**config.mk**
```make
export PLATFORM = sky130hd
export DESIGN_NAME = table_loader
export DESIGN_NICKNAME = d
export VERILOG_FILES = /design/src/rtl/table_loader.sv
export SDC_FILE = /design/constraint.sdc
export NUM_CORES = 1
export LEC_CHECK = 0
export ABC_AREA = 1
export CELL_PAD_IN_SITES_DETAIL_PLACEMENT = 1
export CELL_PAD_IN_SITES_GLOBAL_PLACEMENT = 1
export CORE_ASPECT_RATIO = 0.9
export CORE_MARGIN = 2
export CORE_UTILIZATION = 37
export DETAILED_ROUTE_END_ITERATION = 10
export PLACE_DENSITY = 0.92
export SKIP_LAST_GASP = 1
export SLEW_MARGIN = 20
export SYNTH_ARGS = -nofsm -noshare
export SYNTH_HDL_FRONTEND = slang
export SYNTH_SLANG_ARGS = --single-unit
```
**constraint.sdc**
```tcl
create_clock -name clk -period 2.1 [get_ports clk]
set_input_delay 0.63 -clock clk [delete_from_list [all_inputs] [get_ports clk]]
set_output_delay 0.63 -clock clk [all_outputs]
set_load 0.01 [all_outputs]
```
**src/rtl/table_loader.sv**
```systemverilog
// Write-side controller for the three coefficient tables: takes a valid/ready word
// stream and writes one entry of n_words words into each table in turn.
module table_loader #(
    parameter int n_words     = 40,
    parameter int max_entries = 819
) (
    input  logic        clk,
    input  logic        ctrl_reset_n,
    input  logic [26:0] din,
    input  logic        din_valid,
    output logic        din_ready,
    input  logic [1:0]  command,
    output logic [26:0] tdatai,
    output logic [14:0] twraddr,
    output logic [2:0]  twren,
    output logic [9:0]  entry_count,
    output logic        full,
    output logic        idle,
    output logic        done
);
    localparam int wc_w = $clog2(n_words);
    localparam logic [wc_w-1:0] wc_last   = wc_w'(n_words - 1);
    localparam logic [wc_w-1:0] wc_one    = wc_w'(1);
    localparam logic [14:0]     base_step = 15'(n_words);
    localparam logic [9:0]      entry_max = 10'(max_entries);

    localparam logic [1:0] CMD_START = 2'b01;
    localparam logic [1:0] CMD_RESET = 2'b10;
    localparam logic [1:0] CMD_ABORT = 2'b11;

    typedef enum logic [0:0] {ST_IDLE = 1'b0, ST_LOAD = 1'b1} state_t;

    state_t          state_r;
    logic [14:0]     base_r;
    logic [wc_w-1:0] wcount_r;
    logic [1:0]      tsel_r;
    logic [9:0]      entry_count_r;
    logic [26:0]     tdatai_r;
    logic [14:0]     twraddr_r;
    logic [2:0]      twren_r;
    logic            done_r;

    logic            full_s;
    logic            ready_s;
    logic            xfer_s;
    logic            last_word_s;

    // Handshake and status decode; ABORT always blocks the transfer in its cycle.
    always_comb begin
        full_s      = (entry_count_r == entry_max);
        ready_s     = (state_r == ST_LOAD) && (command != CMD_ABORT);
        xfer_s      = ready_s && din_valid;
        last_word_s = (wcount_r == wc_last);
    end

    // Load sequencer with registered table write port.
    always_ff @(posedge clk) begin
        if (!ctrl_reset_n) begin
            state_r       <= ST_IDLE;
            base_r        <= 15'd0;
            wcount_r      <= '0;
            tsel_r        <= 2'd0;
            entry_count_r <= 10'd0;
            tdatai_r      <= 27'd0;
            twraddr_r     <= 15'd0;
            twren_r       <= 3'b000;
            done_r        <= 1'b0;
        end else begin
            twren_r <= 3'b000;
            done_r  <= 1'b0;
            case (state_r)
                ST_IDLE: begin
                    if (command == CMD_START && !full_s) begin
                        wcount_r <= '0;
                        tsel_r   <= 2'd0;
                        state_r  <= ST_LOAD;
                    end else if (command == CMD_RESET) begin
                        base_r        <= 15'd0;
                        entry_count_r <= 10'd0;
                    end else begin
                        state_r <= ST_IDLE;
                    end
                end
                ST_LOAD: begin
                    if (command == CMD_ABORT) begin
                        wcount_r <= '0;
                        tsel_r   <= 2'd0;
                        state_r  <= ST_IDLE;
                    end else if (xfer_s) begin
                        tdatai_r  <= din;
                        twraddr_r <= base_r + 15'(wcount_r);
                        twren_r   <= 3'b001 << tsel_r;
                        if (last_word_s) begin
                            wcount_r <= '0;
                            if (tsel_r == 2'd2) begin
                                // Last word of table 2 closes the entry.
                                tsel_r        <= 2'd0;
                                base_r        <= base_r + base_step;
                                entry_count_r <= entry_count_r + 10'd1;
                                done_r        <= 1'b1;
                                state_r       <= ST_IDLE;
                            end else begin
                                tsel_r <= tsel_r + 2'd1;
                            end
                        end else begin
                            wcount_r <= wcount_r + wc_one;
                        end
                    end else begin
                        state_r <= ST_LOAD;
                    end
                end
                default: begin
                    state_r <= ST_IDLE;
                end
            endcase
        end
    end

    assign din_ready   = ready_s;
    assign tdatai      = tdatai_r;
    assign twraddr     = twraddr_r;
    assign twren       = twren_r;
    assign entry_count = entry_count_r;
    assign full        = full_s;
    assign idle        = (state_r == ST_IDLE);
    assign done        = done_r;
endmodule

```
==> results.txt, run 1 <==
global route hottest layer -> met2
I/O Pins -> 91
worst reg2reg startpoint -> wcount_r[4]
required time of the worst setup path -> 1.47 ns
hold path cells -> 2
DP HPWL -> 8561 um
Antenna diodes -> 0
Clock Skews -> 0.008786 ns
Flop pwr share -> 49.4%
VDD IR max -> 0.3158 mV
root buffer cell -> clkbuf_8
Post-synth EDFFs -> 0
vias per cell -> 5.137
initial antenna violation count -> 0
Synth Warn # -> 0
Fillers -> 1209
fmax -> 487.9 MHz
type of the worst setup path -> register to output pin
Yosys cell types -> 39
Initial DRT Pass Iterations -> 5
DIE WIDTH -> 107.8 um
max-cap violations -> 0
Tot Pwr -> 3096 uW
layout cells sized above 1 -> 14.40%
Clock Power Share -> 38.9%
Layout area overhead -> 38.48%
gr usage total -> 23.29%
Synth Register Bits -> 77
M2 GR Usage -> 40.25%
die area -> 10510 um2
syn nets -> 533
DRT iter0 DRCs -> 144
Max transition margin -> 74.97%
CTS buffer count -> 9
Worst-Skew Late Latency -> 0.36 ns
largest net degree at the start of global routing -> 27
Clock H-tree levels -> 3
CTS max path bufs -> 2
Post-synth ARST share -> 0%
Worst R2R Setup Slack -> 0.36 ns
PwrDens -> 622.7 nW/um2
first-pass GRT wire length -> 19440 um
Die H -> 97.45 um
endpoint of the worst register-to-register path -> twraddr[10]
GR met3 Demand/Resource -> 5.231%
WL final -> 12020 um
Routed WL per cell -> 16.30 um
Hold WC Path Type -> register to register
Layout Cells excl Fill -> 737
via count -> 3786
Net Sw Frac -> 26.99%
CTS Sinks -> 77
final hold vios -> 0
core region area -> 9572 um2
endpoints failing setup -> 0
global route overflow -> 0
met1 GRT Util -> 27.44%
Net Sw Power -> 835.4 uW
Post-Place Cells -> 721
sequential-to-total area share from yosys stat -> 42.94%
count of pins over their slew limit -> 0
Internal -> 2260 uW
Syn Area/Cell -> 7.252 um2
Hold Crit Start -> tdatai[3]
Initial Utilization -> 37.50%
Crit path arrival time -> 1.42 ns
Setup crit start kind -> register
Least-Margin Pin Slew -> 0.3725 ns
CP Capture Type -> output pin
WHS Endpoint -> tdatai[3]
outcome -> finished clean
Gate power share -> 11.8%
most frequent cells in the layout -> nand2_1 (139), clkdlybuf4s50_1 (86), dfxtp_1 (76)
via count of the first global-routing pass -> 4051
clk slew on worst S/H paths -> 0.09 ns
Synth Cell Area -> 3590 um2
CTS hold repair buffers -> 0
Syn Inst Count -> 495
Leak -> 0.001979 uW
commonest non-fill, non-tap cell in the layout -> nand2_1
IO buf count -> 90
Final ANT Viol Nets -> 0
RD Place Congestion -> 0.8492
Synth Flop Type -> dfxtp_1
number of remaining DRC errors -> 0
reg2reg path depth -> 10
row cnt -> 34
minimum clock period after layout -> 2.050 ns
TritonCTS clock tree -> done
Tcrit/Tclk final -> 97.61%
fin nets -> 644
maximum fanout along the worst path -> 3
==> Yosys cell counts, types with 2 or more instances <==
master | n | area share [%]
nor2_1 | 36 | 3.8
inv_2 | 7 | 0.73
o21ai_2 | 2 | 0.49
nor2_4 | 2 | 0.63
dfxtp_1 | 77 | 43
nand3_2 | 3 | 0.84
nand2_2 | 7 | 1.2
inv_1 | 41 | 4.3
nand4_1 | 5 | 0.87
a21oi_1 | 59 | 8.2
buf_2 | 7 | 0.98
o21ai_1 | 2 | 0.28
xnor2_1 | 2 | 0.49
nand3_1 | 34 | 4.7
buf_4 | 4 | 0.84
a21o_1 | 2 | 0.42
ha_1 | 6 | 2.1
nor3_1 | 7 | 0.98
a21oi_2 | 6 | 1.5
o211ai_1 | 2 | 0.42
nand2_4 | 2 | 0.63
nor2_2 | 2 | 0.35
o21ai_0 | 20 | 2.8
nor3_2 | 2 | 0.56
clkbuf_1 | 5 | 0.52
buf_6 | 2 | 0.63
nand2_1 | 139 | 15
==> kinds of logic (layout without fill, tap and decap cells) <==
kind of cell / count (synthesis) / in the layout / synth area share [%]
AO/OA/AOI/OAI: 99 / 99 / 15.68
XOR/XNOR: 3 / 3 / 0.7321
adder cells (fa/ha/maj): 6 / 6 / 2.091
buffers and inverters: 69 / 185 / 8.783
flip-flops: 77 / 77 / 42.94
AND/OR/NAND/NOR: 241 / 241 / 29.77
==> power by group through the flow <==
stage,Combinational (uW),Clock [uW],Sequential (uW)
after floorplan,168,0,1570
after detailed placement,361,0,1560
after global placement,347,0,1560
after CTS,367,1210,1530
final,364,1200,1530
after global routing,397,1270,1530
==> final cells by class <==
type | instances | area, um2 | share of cell area (%)
clock buffer | 10 | 137.6 | 2.769
clock inverter | 6 | 71.32 | 1.435
inverter | 50 | 188.9 | 3.801
multi-input combinational | 349 | 1748 | 35.16
sequential | 77 | 1543 | 31.03
tap | 126 | 157.7 | 3.171
timing repair buffer | 119 | 1125 | 22.63
==> how the worst max path moves through the flow <==
stage | start | endpoint | slack [ns]
detailed placement | command[0] | din_ready | -0.38
CTS | entry_count[0] | full | 0.01
floorplan | entry_count[0] | full | 0.49
global route | entry_count[1] | full | -0.008
finish | entry_count[1] | entry_count[1] | 0.05
global placement | command[0] | din_ready | -0.34
==> flip-flops by register name, indices dropped and copies added, names as in the netlist <==
register	flops
tdatai	27
twren	3
twraddr	15
wcount_r	6
state_r	1
tsel_r	2
base_r	12
done	1
entry_count	10
==> through the flow <==
stage               setup TNS, ns  util [%]  hold slack, ns  area [um2]  worst slack [ns]
CTS                             0     51.79          0.4710        4957           0.01231
detailed placement         -1.910     49.65          0.4513        4752           -0.3844
global route            -0.008099     51.93          0.4895        4971         -0.008099
finish                          0     51.93          0.4705        4971           0.05023
global placement          -0.6180     49.65          0.4416        4752           -0.3417
floorplan                       0         -          0.4565        3590            0.4851
==> routing by layer <==
| layer | vias to the layer above | wire, um |
|---|---|---|
| met2 | 91 | 6117 |
| met5 | - | 0 |
| met4 | 0 | 257 |
| met3 | 22 | 591 |
| li1 | 1819 | - |
| met1 | 1854 | 5049 |
==> worst max-delay path: stages (launching register included) <==
cell             delay (ns)
dfxtp_1                0.39
buf_4                  0.14
clkdlybuf4s50_1        0.53
==> repair_timing <==
item                       4_1_cts  5_1_grt
setup buffers                    0        0
setup endpoints to repair        2        1
resized for setup               10        3
pin swaps                        0        1
Note: power is estimated with default switching activity, not from simulation.
==> inputs of run 2 (changes only) <==
CORE_UTILIZATION = 31   (was 37)
GPL_TIMING_DRIVEN = 0   (was not set)
PLACE_DENSITY = 0.83   (was 0.92)
SKIP_LAST_GASP = not set   (was 1)
clock period = 1.8 ns   (was 2.1 ns; I/O delays follow)
==> run 2 against run 1 <==
  * Hold slack lost 0.0091 ns
  * Sequential power grew 16%
  * Combinational power grew 16%
  * First-iteration DRC count shrank 23%
  * Via count shrank 1.2%
  * Clock power grew 61%
  * Critical path type unchanged
  * Critical path depth shrank 1
  * Highest routed layer unchanged
  * Count of clock-buffer cells in the layout shrank 1
  * Utilization shrank 6.7 points
  * Register-to-register slack lost 0.31 ns
  * Sequential share of layout area shrank 0.74 points
  * Global-route usage shrank 3.8 points
==> results.txt, run 2 (synthesis results as in run 1) <==
Critical Path Start -> tdatai[25]
Top Family by Delay on Critical Path -> buffers and inverters
CP Buf/Inv Count -> 1 (-1)
DP HPWL -> 8813 um (+2.9%)
CTS Sinks -> 77 (unchanged)
Setup crit start kind -> register
Worst path max stage delay -> 0.55 ns (+0.02 ns)
RD Place Congestion -> 0.8540 (+0.57%)
number of remaining DRC errors -> 0 (unchanged)
Tcrit/Tclk final -> 98.97%
endpoint of the worst register-to-register path -> entry_count[6]
Max transition margin -> 67.51% (-7.5 points)
type of the worst setup path -> register to output pin
Worst-Skew Late Latency -> 0.35 ns (about the same)
RSZ-0062 raised after global routing -> yes
hold path cells -> 2 (unchanged)
Layout area overhead -> 43.01%
Layout Cells excl Fill -> 762 (+3.4%)
TritonCTS clock tree -> done
root buffer cell -> clkbuf_16
Initial DRT Pass Iterations -> 4 (-1)
gr usage total -> 19.47% (-3.8 points)
fin nets -> 639 (-0.78%)
worst reg2reg startpoint -> wcount_r[0]
Hold Crit Start -> tdatai[3]
endpoints failing setup -> 0 (unchanged)
initial antenna violation count -> 0 (unchanged)
commonest non-fill, non-tap cell in the layout -> nand2_1
Crit path arrival time -> 1.24 ns (-0.18 ns)
CTS max path bufs -> 2 (unchanged)
Critical Path Slowest Stage Cell -> clkdlybuf4s50_1
VDD IR max -> 0.5214 mV (+65%)
Initial Utilization -> 31.65% (-5.9 points)
Least-Margin Pin Slew -> 0.4873 ns (+0.1148 ns)
Post-Place Cells -> 740 (+2.6%)
CTS hold repair buffers -> 0 (unchanged)
DIE WIDTH -> 117.4 um (+8.9%)
row cnt -> 37 (+8.8%)
Antenna diodes -> 0 (unchanged)
reg2reg path depth -> 7 (-3)
most frequent cells in the layout -> nand2_1 (137), dfxtp_1 (70), a21oi_1 (59)
Leak -> 0.002526 uW (+28%)
Clock Skews -> 0.01051 ns (+0.001719 ns)
layout cells sized above 1 -> 15.18% (+0.78 points)
Tot Pwr -> 4129 uW (+33%)
via count -> 3739 (-1.2%)
first-pass GRT wire length -> 19460 um (+0.11%)
clk slew on worst S/H paths -> 0.07 ns (-0.02 ns)
die area -> 12460 um2 (+19%)
max reg flops -> 27 (unchanged)
IO buf count -> 89 (-1.1%)
vias per cell -> 4.907 (-4.5%)
CP Capture Type -> output pin
core region area -> 11340 um2 (+18%)
Routed WL per cell -> 16.18 um (-0.75%)
max-cap violations -> 0 (unchanged)
Clock H-tree levels -> 3 (unchanged)
PwrDens -> 804.4 nW/um2 (+29%)
Die H -> 106.1 um (+8.9%)
fmax -> 561.3 MHz
required time of the worst setup path -> 1.26 ns (-0.21 ns)
Hold WC Path Type -> register to register
DRT iter0 DRCs -> 111 (-23%)
CTS buffer count -> 9 (unchanged)
Final ANT Viol Nets -> 0 (unchanged)
global route overflow -> 0 (unchanged)
maximum fanout along the worst path -> 2 (-1)
outcome -> finished clean
largest net degree at the start of global routing -> 16 (-41%)
cells along the critical path -> clkdlybuf4s50_1
count of pins over their slew limit -> 0 (unchanged)
minimum clock period after layout -> 1.781 ns
Worst R2R Setup Slack -> 0.05 ns (-0.31 ns)
WHS Endpoint -> tdatai[3]
I/O Pins -> 91 (unchanged)
WL final -> 12330 um (+2.6%)
final hold vios -> 0 (unchanged)
via count of the first global-routing pass -> 3945 (-2.6%)
[run 2: cell count changes in the layout (fill, tap and decap cells not counted), moves of 6 or more]
cell             previous run  this run
buf_4                      28        10
clkbuf_8                   10         0
clkdlybuf4s50_1            86        49
dfxtp_1                    76        70
buf_2                       1         9
dlymetal6s2s_1              0        28
clkbuf_16                   0         9
dlygate4sd2_1               2         8
[run 2: final cells by class]
class	instances	area, um2
fill	1418	6208
timing repair buffer	95	982.2
buffer	19	126.4
clock buffer	9	225.2
tap	156	195.2
sequential	77	1555
inverter	50	196.4
multi-input combinational	349	1773
clock inverter	7	80.08
[run 2: worst max-delay path by stage]
stage	to	slack, ns	depth (start not counted)
after global routing	base_r[13]	-0.06	7
after CTS	din_ready	-0.007	5
after floorplan	full	0.28	3
after global placement	din_ready	-0.81	5
after detailed placement	din_ready	-0.82	5
final	tdatai[25]	0.02	1
[run 2: routing by layer]
layer	wire [um]	track usage, %	vias up
met5	0	0	-
met4	301	8.520	0
met3	582	3.970	23
met2	6035	34.13	101
met1	5411	23.16	1794
li1	-	-	1821
[run 2: per-stage QoR]
stage                 TNS, ns  instance area (um2)  setup slack (ns)  utilization, %  hold slack (ns)
floorplan                   0                 3590            0.2751               -           0.4565
global placement       -18.02                 4676           -0.8107           41.22           0.4443
detailed placement     -21.15                 4676           -0.8243           41.22           0.4523
CTS                 -0.007126                 5021         -0.007126           44.27           0.4610
global route          -0.2019                 5134          -0.06196           45.26           0.4801
finish                      0                 5134           0.01858           45.26           0.4614
[run 2: power breakdown]
group | switching [uW] | internal, uW | leakage [uW] | total [uW]
clock | 829 | 1100 | 0.000149 | 1930
sequential | 35.5 | 1740 | 0.000627 | 1780
combinational | 234 | 190 | 0.00175 | 424
[run 2: repair_timing]
item,4_1_cts,5_1_grt
resized for setup,34,39
setup buffers,2,4
pin swaps,2,3
endpoints found under the setup margin,24,53
